## src/rtl/rr_arbiter8.sv

```systemverilog
// rr_arbiter8: eight-way round-robin arbiter with hold timeout.
// Grants one requester at a time. The grant is held until the owner releases
// it or the hold timeout expires. Every grant is followed by one mandatory
// idle cycle, so two different owners never hold gnt on adjacent cycles.
module rr_arbiter8 #(
  parameter int HOLD_MAX = 16,
  parameter int CW       = 8
) (
  input  logic       clk,
  input  logic       rst_n,
  input  logic       ena,
  input  logic [7:0] req,
  input  logic       done,
  output logic [7:0] gnt,
  output logic [2:0] sel,
  output logic       valid,
  output logic       timeout
);

  typedef enum logic [1:0] {
    IDLE    = 2'd0,
    GRANT   = 2'd1,
    RELEASE = 2'd2
  } state_t;

  state_t        state_q, state_d;
  logic [2:0]    ptr_q, ptr_d;
  logic [CW-1:0] holdCnt_q, holdCnt_d;
  logic [7:0]    gnt_q, gnt_d;
  logic [2:0]    sel_q, sel_d;
  logic          timeout_q, timeout_d;

  logic [15:0]   reqTwice;
  logic [7:0]    rotReq;
  logic [2:0]    offset;
  logic [2:0]    winner;

  // Rotate the request vector so that bit 0 is the current pointer, pick the
  // lowest set bit and add the pointer back to get the winner's index.
  always_comb begin
    reqTwice = {req, req} >> ptr_q;
    rotReq   = reqTwice[7:0];
    offset   = 3'd0;
    for (int i = 7; i >= 0; i--) begin
      if (rotReq[i]) begin
        offset = 3'(i);
      end
    end
    winner = ptr_q + offset;
  end

  // Next-state and next-output logic for the IDLE/GRANT/RELEASE sequence.
  always_comb begin
    state_d   = state_q;
    ptr_d     = ptr_q;
    holdCnt_d = holdCnt_q;
    gnt_d     = gnt_q;
    sel_d     = sel_q;
    timeout_d = 1'b0;
    unique case (state_q)
      IDLE: begin
        gnt_d = 8'h00;
        if (ena && (req != 8'h00)) begin
          gnt_d     = 8'b0000_0001 << winner;
          sel_d     = winner;
          holdCnt_d = CW'(1);
          state_d   = GRANT;
        end
      end
      GRANT: begin
        if (done || !req[sel_q]) begin
          gnt_d     = 8'h00;
          holdCnt_d = '0;
          ptr_d     = sel_q + 3'd1;
          state_d   = RELEASE;
        end else if (holdCnt_q == CW'(HOLD_MAX)) begin
          gnt_d     = 8'h00;
          holdCnt_d = '0;
          ptr_d     = sel_q + 3'd1;
          timeout_d = 1'b1;
          state_d   = RELEASE;
        end else begin
          holdCnt_d = holdCnt_q + CW'(1);
        end
      end
      RELEASE: begin
        gnt_d   = 8'h00;
        state_d = IDLE;
      end
      default: begin
        gnt_d   = 8'h00;
        state_d = IDLE;
      end
    endcase
  end

  // State and output registers; reset clears everything at once, even mid-grant.
  always_ff @(posedge clk or negedge rst_n) begin
    if (!rst_n) begin
      state_q   <= IDLE;
      ptr_q     <= 3'd0;
      holdCnt_q <= '0;
      gnt_q     <= 8'h00;
      sel_q     <= 3'd0;
      timeout_q <= 1'b0;
    end else begin
      state_q   <= state_d;
      ptr_q     <= ptr_d;
      holdCnt_q <= holdCnt_d;
      gnt_q     <= gnt_d;
      sel_q     <= sel_d;
      timeout_q <= timeout_d;
    end
  end

  assign gnt     = gnt_q;
  assign sel     = sel_q;
  assign valid   = (gnt_q != 8'h00);
  assign timeout = timeout_q;

endmodule

```

## config.mk

```make
export PLATFORM = sky130hd
export DESIGN_NAME = rr_arbiter8
export DESIGN_NICKNAME = d
export VERILOG_FILES = /design/src/rtl/rr_arbiter8.sv
export SDC_FILE = /design/constraint.sdc
export NUM_CORES = 1
export LEC_CHECK = 0
export CAP_MARGIN = 20
export CORE_MARGIN = 2
export CORE_UTILIZATION = 46
export CTS_CLUSTER_SIZE = 25
export DETAILED_ROUTE_END_ITERATION = 16
export PLACE_DENSITY = 0.68
export REMOVE_ABC_BUFFERS = 1
export SLEW_MARGIN = 5
export SYNTH_ARGS = -nofsm -noshare
export SYNTH_HDL_FRONTEND = slang
export SYNTH_SLANG_ARGS = --single-unit
```

## constraint.sdc

```tcl
create_clock -name clk -period 9.5 [get_ports clk]
set_clock_uncertainty 0.1 [all_clocks]
set_input_delay 2.85 -clock clk [delete_from_list [all_inputs] [get_ports clk]]
set_output_delay 2.85 -clock clk [all_outputs]
set_load 0.05 [all_outputs]
```

After elaboration in Yosys (flattened, before gate mapping)
Cells that the tools add are included.
W data, S select, Z words.
{"block": "totals", "reg_bits": 25, "in_bits": 12, "out_inout_bits": 13}
{"block": "classes", "addsub": 3, "order_cmp": 1, "n_eq_ne": 4, "shifts": 2, "mux": 27, "n_reduce_logical": 12}
{"op": "$mux W8", "n": 6}
{"op": "$pmux W8 S2", "n": 2}
{"op": "$mux W3", "n": 10}
{"op": "$reduce_bool A8 Y1", "n": 2}
{"op": "$shr A16 B3 Y8", "n": 1}
{"op": "$add A8 B1 Y8 const B", "n": 1}
{"op": "$eq A8 B5 Y1 const B", "n": 1}
{"op": "$reduce_and A2 Y1", "n": 4}
{"op": "$shl A1 B3 Y8 const A", "n": 1}
{"op": "$mux W2", "n": 3}
{"op": "$lt A3 B4 Y1 const B", "n": 1}
{"op": "$mux W1", "n": 4}
{"op": "$pmux W2 S2", "n": 1}
{"op": "$reduce_bool A2 Y1", "n": 2}
{"op": "$add A3 B1 Y3 const B", "n": 1}
{"op": "$add A3 B3 Y3", "n": 1}
{"op": "$bmux W1 S3", "n": 1}
{"op": "$ne A3 B3 Y1 const B", "n": 1}
{"op": "$eq A2 B1 Y1 const B", "n": 1}
{"op": "$logic_not A2 Y1", "n": 1}
{"op": "$ne A2 B2 Y1 const B", "n": 1}
{"op": "$logic_and A1 B1 Y1", "n": 1}
{"op": "$logic_not A1 Y1", "n": 1}
{"op": "$logic_or A1 B1 Y1", "n": 1}

Logic depth before layout (Yosys ltp)
{"block": "depth", "depth_word": 13, "ltp_mapped": 15}

Worst setup path after synthesis
Ideal clock, no wire load.
{"block": "synth_path", "path_kind": "in2reg", "startpoint": "input port req[5]", "endpoint": "register gnt_q[2], in the netlist gnt[2]", "setup_ps": 69, "t_arrival_ps": 5130, "required_ps": 9331, "slack_ps": 4201, "stages": 13, "path_buffers": 0, "path_cell_list": "mux4_2 -> o221ai_1 -> a21oi_1 -> nor2_1 -> nand2_1 -> a21oi_1 -> ha_1 -> inv_1 -> fa_1 -> xor2_1 -> nor4_1 -> o21ai_0 -> nand3_1"}
{"block": "synth_via", "elab_chain_cells": 13}
{"item": "start: declaration", "line_no": "12", "text": "input logic [7:0] req,"}
{"item": "$shr A16 B3 Y8", "line_no": "41", "text": "reqTwice = {req, req} >> ptr_q;"}
{"item": "$mux W3 (8 in series)", "line_no": "45", "text": "if (rotReq[i]) begin"}
{"item": "$add A3 B3 Y3", "line_no": "49", "text": "winner = ptr_q + offset;"}
{"item": "$shl A1 B3 Y8", "line_no": "64", "text": "gnt_d = 8'b0000_0001 << winner;"}
{"item": "$mux W8", "line_no": "63", "text": "if (ena && (req != 8'h00)) begin"}
{"item": "$pmux W8 S2", "line_no": "60", "text": "unique case (state_q)"}
{"item": "end signal: assignment", "line_no": "110", "text": "gnt_q <= gnt_d;"}
{"item": "end: declaration", "line_no": "29", "text": "logic [7:0] gnt_q, gnt_d;"}
Several ways; a longest one is shown, not always the timed one. The select of a mux whose other input is x is not followed.
A chain may end at the register's enable or synchronous reset.

Worst setup path in the final report
Ends and elaborated chain as after synthesis.

==> flow_summary_export.csv <==
group,metric,value,unit
critical_path,crit_path_top_delay_cell,"sky130_fd_sc_hd__mux4_2",
synthesis,synthDominantCellAreaShare,32.0,%
detailed_routing,final_antenna_net_count,0,
job,max_cap_viol_count,0,
grt,antenna_found_initial,0,
clocking,clock_tree.htree_level_count,1,
clocking,cts_tree,"yes",
placed_design,place.detailed.instances,297,
power,leakage,0.914,nW
detailed_routing,wire_per_inst,15.1,um
synthesis,postSynthRegisterBits,25,
layout,final_layout_size_suffix_gt1_share,9.16,%
synthesis,synth.top_cells.by_area,"sky130_fd_sc_hd__dfrtp_1, sky130_fd_sc_hd__nand2_1, sky130_fd_sc_hd__nand3_1",
detailed_routing,first_iter_violations,117,
synthesis,synthDominantAreaCellType,"sky130_fd_sc_hd__dfrtp_1",
critical_path,critical_path.max_stage_delay,540,ps
layout,area_growth_syn_to_layout,14.8,%
floorplanning,number_of_rows_in_the_core_area,23,
floorplanning,floorplan.io_pins,25,
critical_path,critPathKind,"in -> reg",
synthesis,syn-mean-instance-area,8.43,um^2
critical_path,cp.arrival,5990,ps
grt,overflow,0,
outcome,result_of_the_run,"completed",
timing,min_period,5880,ps
clocking,clock_sink_count,25,
timing,final.hold.worst_slack,434,ps
layout,antenna_cells_inserted,0,
placed_design,finalWeightedCongestion,0.884,
power,worst_ir_drop_vdd,0.000396,V
grt,grt_pass1_wl,7.92,mm
floorplanning,area_of_the_core_region,4060,um^2
synthesis,synthDistinctLibCells,53,
detailed_routing,drc_errors,0,
grt,grt_pass1_vias,1632,
synthesis,async_flop_share,100,%
layout,nFillCells,377,
detailed_routing,detailedRoute.firstPassIterationCount,5,
synthesis,yosysWarnings,0,
power,pwr_density_cell,354,nW/um^2
floorplanning,dieWidth,69.2,um
critical_path,end_kind,"register",
layout,num-nets-final,269,
synthesis,post_synth_inst_count,232,
clocking,post_cts_resized,0,
synthesis,number_of_synthesized_flops_with_an_enable_pin,0,
layout,stdcell_count,301,
synthesis,dominant_synthesized_flop_cell,"sky130_fd_sc_hd__dfrtp_1",
floorplanning,chipHeight,69.2,um
critical_path,worst_path_most_repeated_cell,"sky130_fd_sc_hd__a21oi_1",
detailed_routing,total_wirelength_of_the_detailed_routed_design,4.56,mm
detailed_routing,detail_routed_via_count_per_cell,5.85,
clocking,post_cts_buffers,0,
clocking,clk_transition_reported_paths,80,ps
floorplanning,initial_core_util,48.2,%
timing,rsz0062_at_grt,"no",
clocking,clock_path_buffers,2,
timing,slew-limit-headroom,52.5,%
grt,grt_use_total,19.9,%
floorplanning,dieArea,4790,um^2
placed_design,dp_slack,3380,ps
timing,report.final.slew_viol_count,0,
synthesis,synth.yosys.seq_area_share,32.0,%
hold_path,worstHoldPathType,"reg -> reg",
grt,grt_start_max_net_pins,26,
clocking,clk_root_buffer_cell,"sky130_fd_sc_hd__clkbuf_8",
critical_path,crit_chain,"clkdlybuf4s50_1 -> mux4_2 -> o221ai_1 -> a21oi_1 -> nor2_1 -> nand2_1 -> a21oi_1 -> ha_1 -> inv_1 -> fa_1 -> xor2_1 -> nor4_1 -> o21ai_0 -> nand3_1",
clocking,cts_inserted_buffers,3,
critical_path,path_max_fanout,7,
timing,fin_crit_sh,61.9,%
clocking,cts_hold_repair.buffers,0,
timing,timing.final.hold_violations,0,
timing,finalSetupTns,0,ps
layout,post-route-util,55.4,%
placed_design,io_buffers,24,
timing,tightestPinTransition,713,ps
synthesis,synth_most_common_cell,"sky130_fd_sc_hd__nand2_1",
detailed_routing,vias,1762,
synthesis,synthesis.area,1960,um^2
synthesis,yosys-top-cells-count,"sky130_fd_sc_hd__nand2_1, sky130_fd_sc_hd__dfrtp_1, sky130_fd_sc_hd__nand3_1",
timing,final_critical_path_setup_slack,3620,ps
critical_path,required_arrival_time_at_the_worst_endpoint,9610,ps
placed_design,hpwl,3.40,mm
critical_path,startpoint_type,"input pin",
timing,max_freq,170,MHz
clocking,clock_insertion_delay_worst_skew,270,ps
timing,final-setup-viol-count,0,
## sequential cells by signal, summed over array words and instances, names as in the netlist
| signal | cells |
|---|---|
| ptr_q | 3 |
| state_q | 2 |
| gnt | 8 |
| holdCnt_q | 8 |
| sel | 3 |
| timeout | 1 |
## stage by stage
stage / total power, mW / area (um^2)
after floorplan: 0.584 / 1880
after global placement: 0.729 / 2200
after detailed placement: 0.730 / 2200
after CTS: 0.799 / 2250
after global routing: 0.860 / 2250
final: 0.796 / 2250
## where the power goes
group          leakage [nW]  switching [mW]  total [mW]  internal, mW
sequential            0.332          0.0673       0.209         0.141
clock                0.0228          0.0331      0.0631        0.0300
combinational         0.559           0.324       0.524         0.200
## layer usage
metal	part of all wire, %	track usage [%]
met5	0	0
met4	0.18	3.27
met3	5.5	4.36
met2	45	30.7
met1	49	29.1
## final cells by class
class                   count  area [um^2]  share of cell area, %
repair buffers             26          255                   11.4
flip-flops and latches     25          626                   27.8
multi-input cells         185         1220                   54.2
clock buffers               4         45.0                   2.00
inverters                  11         41.3                   1.84
well taps                  50         62.6                   2.78
## final timing paths
| path | startpoint | endpoint | slack (ps) | depth (start not counted) |
|---|---|---|---|---|
| worst max-delay path | req[5] | gnt[2] | 3620 | 14 |
| worst min-delay path | gnt[4] | gnt[4] | 430 | 2 |
| min in group asynchronous | rst_n | holdCnt_q[4] | 2830 | 2 |
| max in group asynchronous | rst_n | gnt[5] | 6220 | 2 |
| worst max register to register | ptr_q[0] | gnt[2] | 5850 | 13 |
| worst min register to register | gnt[4] | gnt[4] | 430 | 2 |
## critical path: cells and delay by family
kind            cells  cell delay, ps
compound gates      4             560
xor+xnor            1             220
fa+ha+maj           2             570
buf+inv             2             580
mux                 1             540
simple gates        4             660
## layout by cell type, fill, tap and decap left out, types with 5 or more instances in the layout
cell / count
sky130_fd_sc_hd__mux2i_1: 6
sky130_fd_sc_hd__nand2b_1: 5
sky130_fd_sc_hd__nand3_1: 21
sky130_fd_sc_hd__nor3_1: 16
sky130_fd_sc_hd__nand2_1: 32
sky130_fd_sc_hd__clkdlybuf4s50_1: 24
sky130_fd_sc_hd__a21oi_1: 9
sky130_fd_sc_hd__inv_1: 11
sky130_fd_sc_hd__xnor2_1: 6
sky130_fd_sc_hd__dfrtp_1: 25
sky130_fd_sc_hd__o21ai_0: 13
sky130_fd_sc_hd__nor2_1: 15
## cells by family after synthesis
| kind of cell | Yosys count | share of synthesized area [%] |
|---|---|---|
| AND/OR/NAND/NOR | 112 | 29.4 |
| AO/OA/AOI/OAI | 47 | 16.4 |
| flip-flops | 25 | 32.0 |
| buffers and inverters | 22 | 5.82 |
| multiplexers | 12 | 8.82 |
| XOR/XNOR | 9 | 4.03 |
| adder cells (fa/ha/maj) | 5 | 3.58 |
No activity file was read; power rests on OpenSTA's default activity.
